$ cat src/rtl/core_pkg.sv
// rtl/core_pkg.sv - shared types and constants for the MEM-stage access sequencer
package core_pkg;

    typedef enum logic [1:0] {
        IDLE = 2'd0,
        BUSY = 2'd1,
        DONE = 2'd2,
        ERR  = 2'd3
    } memseq_state_t;

    localparam logic [1:0] RESULT_SRC_LOAD = 2'b01;

endpackage

$ cat src/rtl/memseq_timeout_ctr.sv
// rtl/memseq_timeout_ctr.sv - saturating BUSY-cycle counter flagging the last allowed wait cycle
module memseq_timeout_ctr #(
    parameter int TIMEOUT = 16
) (
    input  logic clk,
    input  logic rst_n,
    input  logic clear_i,
    input  logic en_i,
    output logic expired_o
);

    localparam int CW = (TIMEOUT > 1) ? $clog2(TIMEOUT) : 1;
    localparam logic [CW-1:0] LAST = CW'(TIMEOUT - 1);

    logic [CW-1:0] cnt_q, cnt_d;

    // Holds at LAST rather than wrapping, so expired stays asserted.
    always_comb begin
        cnt_d = cnt_q;
        if (clear_i) begin
            cnt_d = '0;
        end else if (en_i && (cnt_q != LAST)) begin
            cnt_d = cnt_q + 1'b1;
        end
    end

    always_ff @(posedge clk or negedge rst_n) begin
        if (!rst_n) begin
            cnt_q <= '0;
        end else begin
            cnt_q <= cnt_d;
        end
    end

    assign expired_o = (cnt_q == LAST);

endmodule

$ cat src/rtl/mem_access_sequencer.sv
// rtl/mem_access_sequencer.sv - MEM-stage load/store sequencer with req/ack handshake, stall and timeout trap
module mem_access_sequencer
    import core_pkg::*;
#(
    parameter int ADDR_W  = 32,
    parameter int DATA_W  = 32,
    parameter int TIMEOUT = 16
) (
    input  logic              clk,
    input  logic              rst_n,
    input  logic              MemWrite_M,
    input  logic [1:0]        ResultSrc_M,
    input  logic [ADDR_W-1:0] ALUResult_M,
    input  logic [DATA_W-1:0] WriteData_M,
    output logic              dmem_req,
    output logic              dmem_we,
    output logic [ADDR_W-1:0] dmem_addr,
    output logic [DATA_W-1:0] dmem_wdata,
    input  logic              dmem_ack,
    input  logic [DATA_W-1:0] dmem_rdata,
    output logic [DATA_W-1:0] ReadData_M,
    output logic              Stall_Mem,
    output logic              Bubble_W,
    output logic              MemErr
);

    memseq_state_t     state_q, state_d;
    logic [ADDR_W-1:0] addr_q, addr_d;
    logic [DATA_W-1:0] wdata_q, wdata_d;
    logic [DATA_W-1:0] rdata_q, rdata_d;
    logic              we_q, we_d;
    logic              memerr_q, memerr_d;
    logic              access;
    logic              ctr_clear, ctr_en, ctr_expired;

    assign access = MemWrite_M | (ResultSrc_M == RESULT_SRC_LOAD);

    memseq_timeout_ctr #(
        .TIMEOUT(TIMEOUT)
    ) u_timeout_ctr (
        .clk      (clk),
        .rst_n    (rst_n),
        .clear_i  (ctr_clear),
        .en_i     (ctr_en),
        .expired_o(ctr_expired)
    );

    always_comb begin
        state_d   = state_q;
        addr_d    = addr_q;
        wdata_d   = wdata_q;
        we_d      = we_q;
        rdata_d   = rdata_q;
        memerr_d  = memerr_q;
        dmem_req  = 1'b0;
        Stall_Mem = 1'b0;
        ctr_clear = 1'b0;
        ctr_en    = 1'b0;
        case (state_q)
            IDLE: begin
                Stall_Mem = access;
                if (access) begin
                    addr_d    = ALUResult_M;
                    wdata_d   = WriteData_M;
                    we_d      = MemWrite_M;
                    ctr_clear = 1'b1;
                    state_d   = BUSY;
                end
            end
            BUSY: begin
                dmem_req  = 1'b1;
                Stall_Mem = 1'b1;
                // Ack is checked first so a completion on the final wait cycle is not a timeout.
                if (dmem_ack) begin
                    if (!we_q) begin
                        rdata_d = dmem_rdata;
                    end
                    state_d = DONE;
                end else if (ctr_expired) begin
                    memerr_d = 1'b1;
                    state_d  = ERR;
                end else begin
                    ctr_en = 1'b1;
                end
            end
            DONE: begin
                state_d = IDLE;
            end
            ERR: begin
                Stall_Mem = 1'b1;
            end
            default: begin
                state_d = IDLE;
            end
        endcase
    end

    always_ff @(posedge clk or negedge rst_n) begin
        if (!rst_n) begin
            state_q  <= IDLE;
            addr_q   <= '0;
            wdata_q  <= '0;
            we_q     <= 1'b0;
            rdata_q  <= '0;
            memerr_q <= 1'b0;
        end else begin
            state_q  <= state_d;
            addr_q   <= addr_d;
            wdata_q  <= wdata_d;
            we_q     <= we_d;
            rdata_q  <= rdata_d;
            memerr_q <= memerr_d;
        end
    end

    assign dmem_we    = we_q;
    assign dmem_addr  = addr_q;
    assign dmem_wdata = wdata_q;
    assign ReadData_M = rdata_q;
    assign Bubble_W   = Stall_Mem;
    assign MemErr     = memerr_q;

endmodule

$ cat config.mk
export PLATFORM = sky130hd
export DESIGN_NAME = mem_access_sequencer
export DESIGN_NICKNAME = d
export VERILOG_FILES = /design/src/rtl/core_pkg.sv /design/src/rtl/memseq_timeout_ctr.sv /design/src/rtl/mem_access_sequencer.sv
export SDC_FILE = /design/constraint.sdc
export NUM_CORES = 1
export LEC_CHECK = 0
export ABC_AREA = 1
export BUFFER_PORTS_ARGS = -buffer_cell sky130_fd_sc_hd__buf_2
export CAP_MARGIN = 20
export CORE_MARGIN = 1
export CORE_UTILIZATION = 43
export CTS_BUF_LIST = sky130_fd_sc_hd__clkbuf_8
export DETAILED_ROUTE_END_ITERATION = 6
export GPL_TIMING_DRIVEN = 0
export HOLD_SLACK_MARGIN = 0.03
export PLACE_DENSITY = 0.81
export SETUP_SLACK_MARGIN = 0.02
export SYNTH_ARGS = -nofsm -noshare
export SYNTH_HDL_FRONTEND = slang
export SYNTH_SLANG_ARGS = --single-unit
$ cat constraint.sdc
create_clock -name clk -period 1.4 [get_ports clk]
set_clock_uncertainty 0.05 [all_clocks]
set_input_delay 0.14 -clock clk [delete_from_list [all_inputs] [get_ports clk]]
set_output_delay 0.14 -clock clk [all_outputs]
set_load 0.05 [all_outputs]
# After elaboration in Yosys (flattened, before gate mapping)
# Cells that the tools add are included.
# classes
muxes	13
n_reduce_logical	9
bitwise	3
n_eq_ne	8
add_sub_neg	1
# ops
operator	count
$reduce_and 3->1	3
$mux 4	2
$mux 1	6
$mux 2	3
$pmux 2 s3	1
$add 4x1->4 const B	1
$eq 2x1->1 const B	2
$eq 2x2->1 const B	2
$eq 4x4->1 const B	1
$ne 4x4->1 const B	1
$ne 3x3->1 const B	1
$reduce_bool 3->1	1
$logic_not 2->1	1
$ne 2x2->1 const B	1
$not 1->1	2
$pmux 1 s2	1
$reduce_and 2->1	1
$reduce_bool 2->1	1
$reduce_or 2->1	1
$logic_and 1x1->1	1
$or 1x1->1	1
# word_totals
ff_bits	104
out_inout_bits	101
inputBits	102
word_cells	41

# Longest topological paths before layout
# depth
word_depth	7
mapped_depth	8

# Hierarchy
# Synthesis repeated with hierarchy kept, for this count alone.
# hier_totals
cells_unflattened	478
hier_area_um2	4211.5
# modules_own_cells
mod	area_each_um2	n_inst	seq_area_each_um2	cells_each
mem_access_sequencer	3986.3	1	2502.4	449
memseq_timeout_ctr	225.2	1	100.1	29

# Worst setup path before layout
# OpenSTA, ideal clock, no wires.
# synth_path
path_kind	flip-flop to output port
from	register state_q[1]
to	output port Stall_Mem
arrival_ns	2.287
path_stages_with_launch	6
required_ns	1.210
path_buffers	1
path_slack_ns	-1.077
cell_sequence	dfrtp_1 > inv_1 > ha_1 > nor2_1 > a21oi_1 > buf_4
# synth_between
elab_chain_cells	3
# synth_lines
item	line	rtl
start, declared	mem_access_sequencer.sv:27	memseq_state_t state_q, state_d;
start signal, assigned	mem_access_sequencer.sv:107	state_q <= state_d;
$eq 2x1->1 / $eq 2x2->1 (equally long branches)	mem_access_sequencer.sv:59	case (state_q)
$reduce_or 2->1 (no line)	n/a	
$pmux 1 s2 *	mem_access_sequencer.sv:59	
end, declared	mem_access_sequencer.sv:22	output logic Stall_Mem,
# Every way passes the cells marked *; elsewhere a longest branch is shown, timed or not.

# Worst setup path in the final report
# Same ends and word-level chain as after synthesis.

==> impl_results.rst <==
.. list-table::
   :header-rows: 1

   * - Metric
     - Value
   * - Number of violations reported at the end of detailed-routing iteration 0
     - 216
   * - CTS tree
     - built
   * - Die X-Extent
     - ~100 um
   * - Final period demand of the worst path
     - 1.76 ns
   * - Y dimension of the die
     - about 100 um
   * - Number of distinct library cell variants in the gate-level netlist after synthesis
     - 21
   * - Final number of max-transition violations
     - 0
   * - Failing checks
     - negative setup slack
   * - Worst-case setup margin in the final layout
     - -0.360 ns
   * - Cell Int Power
     - 9.07 mW
   * - Pin count of the biggest net entering global routing
     - 55
   * - Critical path, cell by cell
     - inv_2, ha_4, nand2_4, buf_8, a21oi_4, buf_6, buf_8
   * - Capturing element type of the critical path
     - output port
   * - Vias per std cell
     - 4.88
   * - Filler Cells Inserted
     - 589
   * - Number of warnings printed during yosys synthesis
     - 0
   * - Final HPWL DP
     - about 7.7 mm
   * - Pre-antenna DRT Iters
     - 4
   * - Filler-free cell count of the finished design
     - ~930
   * - Crit path DAT
     - ~1.6 ns
   * - Aggregate global-route resource usage
     - 28.0%
   * - Placer Congestion
     - 0.711
   * - Core footprint
     - 0.00937 mm^2
   * - Setup repair after global routing missed its margin
     - true
   * - Placed cell area
     - ~0.0055 mm^2
   * - Clock insertion delay at the later pin of the skew report
     - around 0.35 ns
   * - Vias post-DR
     - 4541
   * - TritonCTS Buffers
     - 9
   * - Fraction of final layout cells with drive strength greater than 1
     - 37.4%
   * - Number of buffers on the longest clock path
     - 2
   * - Sequential area share after synthesis
     - roughly 62%
   * - Delay of the slowest cell on the worst path
     - 0.42 ns
   * - Placed Cells
     - 803
   * - Ratio of final minimum period to clock period
     - 126%
   * - Synth Instances
     - 472
   * - Power per cell area
     - 2680 mW/mm^2
   * - Hold crit path type
     - input port to register
   * - Maximum clock rate
     - 568 MHz
   * - Count of input and output buffers
     - 201
   * - Average cell area after synthesis
     - 8.95 um^2
   * - Slew at the pin closest to its max-slew limit
     - between 0.6 and 0.7 ns
   * - Outcome
     - complete, but fails checks
   * - I/O Pins
     - 203
   * - Synth Register Bits
     - 104
   * - Fin nets
     - 904
   * - Average detailed-routed wire length per instance
     - roughly 15 um
   * - Root Buffer Master
     - clkbuf_8
   * - Switching power summed over all nets
     - 10.1 mW
   * - Number of DRC violations after detailed routing
     - 0
   * - Setup-violating endpoint count in the final report
     - 93
   * - Clock-pin slew on the worst setup and hold paths
     - 0.10 ns
   * - Rel. slew slack
     - between 50% and 60%
   * - Worst path slowest cell
     - dfrtp_1
   * - Final Hold Fails
     - 0
   * - Combinational power share
     - 60.5%
   * - Antenna violations before repair
     - 0
   * - Crit Path Max Fanout
     - 2
   * - Leading cell types in the layout, fill and taps excluded
     - nand2_1, buf_2, dfrtp_1
   * - Leak Pwr
     - 4.01 nW
   * - Switching Fraction
     - 52.6%
   * - Relative contribution of the clock network to total power
     - 11.9%
   * - Max-Cap Viols
     - 0
   * - CTS sink cnt
     - 104
   * - Flip-flop and latch area
     - 0.00260 mm^2
   * - H-Tree Depth
     - 3
   * - Total standard cell area after synthesis
     - 0.00423 mm^2
   * - Via count of the first global-routing pass
     - 4631
   * - Wire length of the first global-routing pass
     - 22.0 mm
   * - Data required time at the worst endpoint
     - 1.21 ns
   * - Footprint of the multi-input gates
     - 0.00153 mm^2
   * - Total congestion overflow
     - 0
   * - Max VDD drop
     - about 2100 uV
   * - Nature of the critical path startpoint
     - register
   * - Net count of the mapped netlist
     - ~580
   * - Cell row count
     - 35
   * - Most Frequent Cell on Critical Path
     - buf_8
   * - Portion of total power attributed to sequential cells
     - between 20% and 30%
   * - Critical path class
     - register to output port
   * - Area of the die
     - 0.0102 mm^2
   * - Post-Route WL
     - 14.3 mm
   * - Final instance area
     - ~0.007 mm^2
   * - Area growth, synth to finish
     - 68.7%
   * - Inserted Diodes
     - 0
   * - Most common library cell in the layout ignoring fill and taps
     - nand2_1
   * - Number of nets with antenna violations after detailed routing
     - 0
   * - Starting density of the core
     - between 40% and 50%
   * - Worst Hold Margin
     - 0.0918 ns
metal layers:
| layer | global-route usage (%) | wire length [um] | vias to the layer above |
|---|---|---|---|
| li1 | - | - | 2108 |
| met1 | 32.6 | 5610 | 2173 |
| met2 | 50.0 | 7280 | 225 |
| met3 | 7.73 | 1100 | 35 |
| met4 | 9.25 | 325 | 0 |
| met5 | 0 | 0 | - |
through the flow:
step	TNS [ns]	setup slack (ns)	utilization [%]	total power, mW
after floorplan	-1.72	-0.219	-	12.7
after global placement	-93.69	-0.903	58.1	14.8
after detailed placement	-1.78	-0.204	58.4	15.1
after CTS	-10.31	-0.362	76.0	18.8
after global routing	-14.92	-0.440	76.1	20.1
final	-8.49	-0.360	76.1	19.1
cell usage after synthesis:
master | number | area (um^2)
o21ai_0 | 1 | 5.00
nand3_1 | 43 | 215
buf_4 | 4 | 30.0
nand2_2 | 2 | 12.5
nor2_1 | 2 | 7.51
inv_1 | 6 | 22.5
o21bai_1 | 1 | 7.51
nor2_4 | 1 | 11.3
dfrtp_1 | 104 | 2600
a21oi_1 | 1 | 5.00
nand2_1 | 271 | 1020
inv_2 | 2 | 7.51
nand3b_1 | 1 | 7.51
ha_1 | 5 | 62.6
nand4_1 | 3 | 18.8
buf_6 | 9 | 101
buf_2 | 12 | 60.1
nand2_4 | 1 | 11.3
xor2_1 | 1 | 8.76
or2_2 | 1 | 6.26
inv_4 | 1 | 6.26
final timing paths:
kind	from	endpoint	slack, ns	cells past startpoint
setup / recovery	state_q[1]$_DFFE_PN0P_	Stall_Mem	-0.36	7
hold / removal	dmem_ack	ReadData_M[0]$_DFFE_PN0P_	0.09	3
setup reg to reg	state_q[1]$_DFFE_PN0P_	dmem_addr[5]$_DFFE_PN0P_	-0.19	8
hold reg to reg	ReadData_M[4]$_DFFE_PN0P_	ReadData_M[4]$_DFFE_PN0P_	0.43	2
max in group asynchronous	rst_n	dmem_addr[17]$_DFFE_PN0P_	0.28	3
min in group asynchronous	rst_n	dmem_wdata[7]$_DFFE_PN0P_	0.32	2
critical path, delay by kind of cell, from the launching register on:
kind                     cells  cell delay [ns]
adder cells (fa/ha/maj)      1             0.15
AND/OR/NAND/NOR              1             0.05
buffers and inverters        4             0.47
AO/OA/AOI/OAI                1             0.12
flip-flops                   1             0.42
power groups by stage:
stage	combinational (mW)	clock, mW	sequential (mW)
6_report	11.6	2.28	5.27
5_1_grt	12.2	2.46	5.40
4_1_cts	11.3	2.32	5.17
3_5_place_dp	9.93	0	5.17
3_3_place_gp	9.72	0	5.11
2_1_floorplan	2.92	0	9.78
registers in the layout (all words and copies together) (netlist names):
name and count:
MemErr 1, dmem_we 1, dmem_wdata 32, state_q 2, ReadData_M 32, dmem_addr 32
u_timeout_ctr.cnt_q 4
cell families (layout without fill, tap and decap cells):
group | after synthesis | in the layout | synth area share, %
simple gates | 325 | 325 | 30.9
fa+ha+maj | 5 | 5 | 1.48
xor+xnor | 1 | 1 | 0.207
buf+inv | 34 | 364 | 5.39
compound gates | 3 | 3 | 0.414
flops | 104 | 104 | 61.6
layout make-up:
type	instances	share of cell area (%)
flip-flops and latches	104	36.5
repair buffers	314	31.7
well taps	129	2.26
plain buffers	25	3.88
clock buffers	10	1.93
clock inverters	6	1.61
inverters	9	0.614
multi-input cells	334	21.5
what timing repair did:
item | in CTS | in global routing
cloned | 5 | 0
endpoints found under the hold margin | 147 | 0
resized for setup | 67 | 6
setup buffers | 9 | 2
endpoints found under the setup margin | 62 | 106
hold buffers | 98 | 0
pin swaps | 11 | 3
Power figures use the tool's default switching activity.
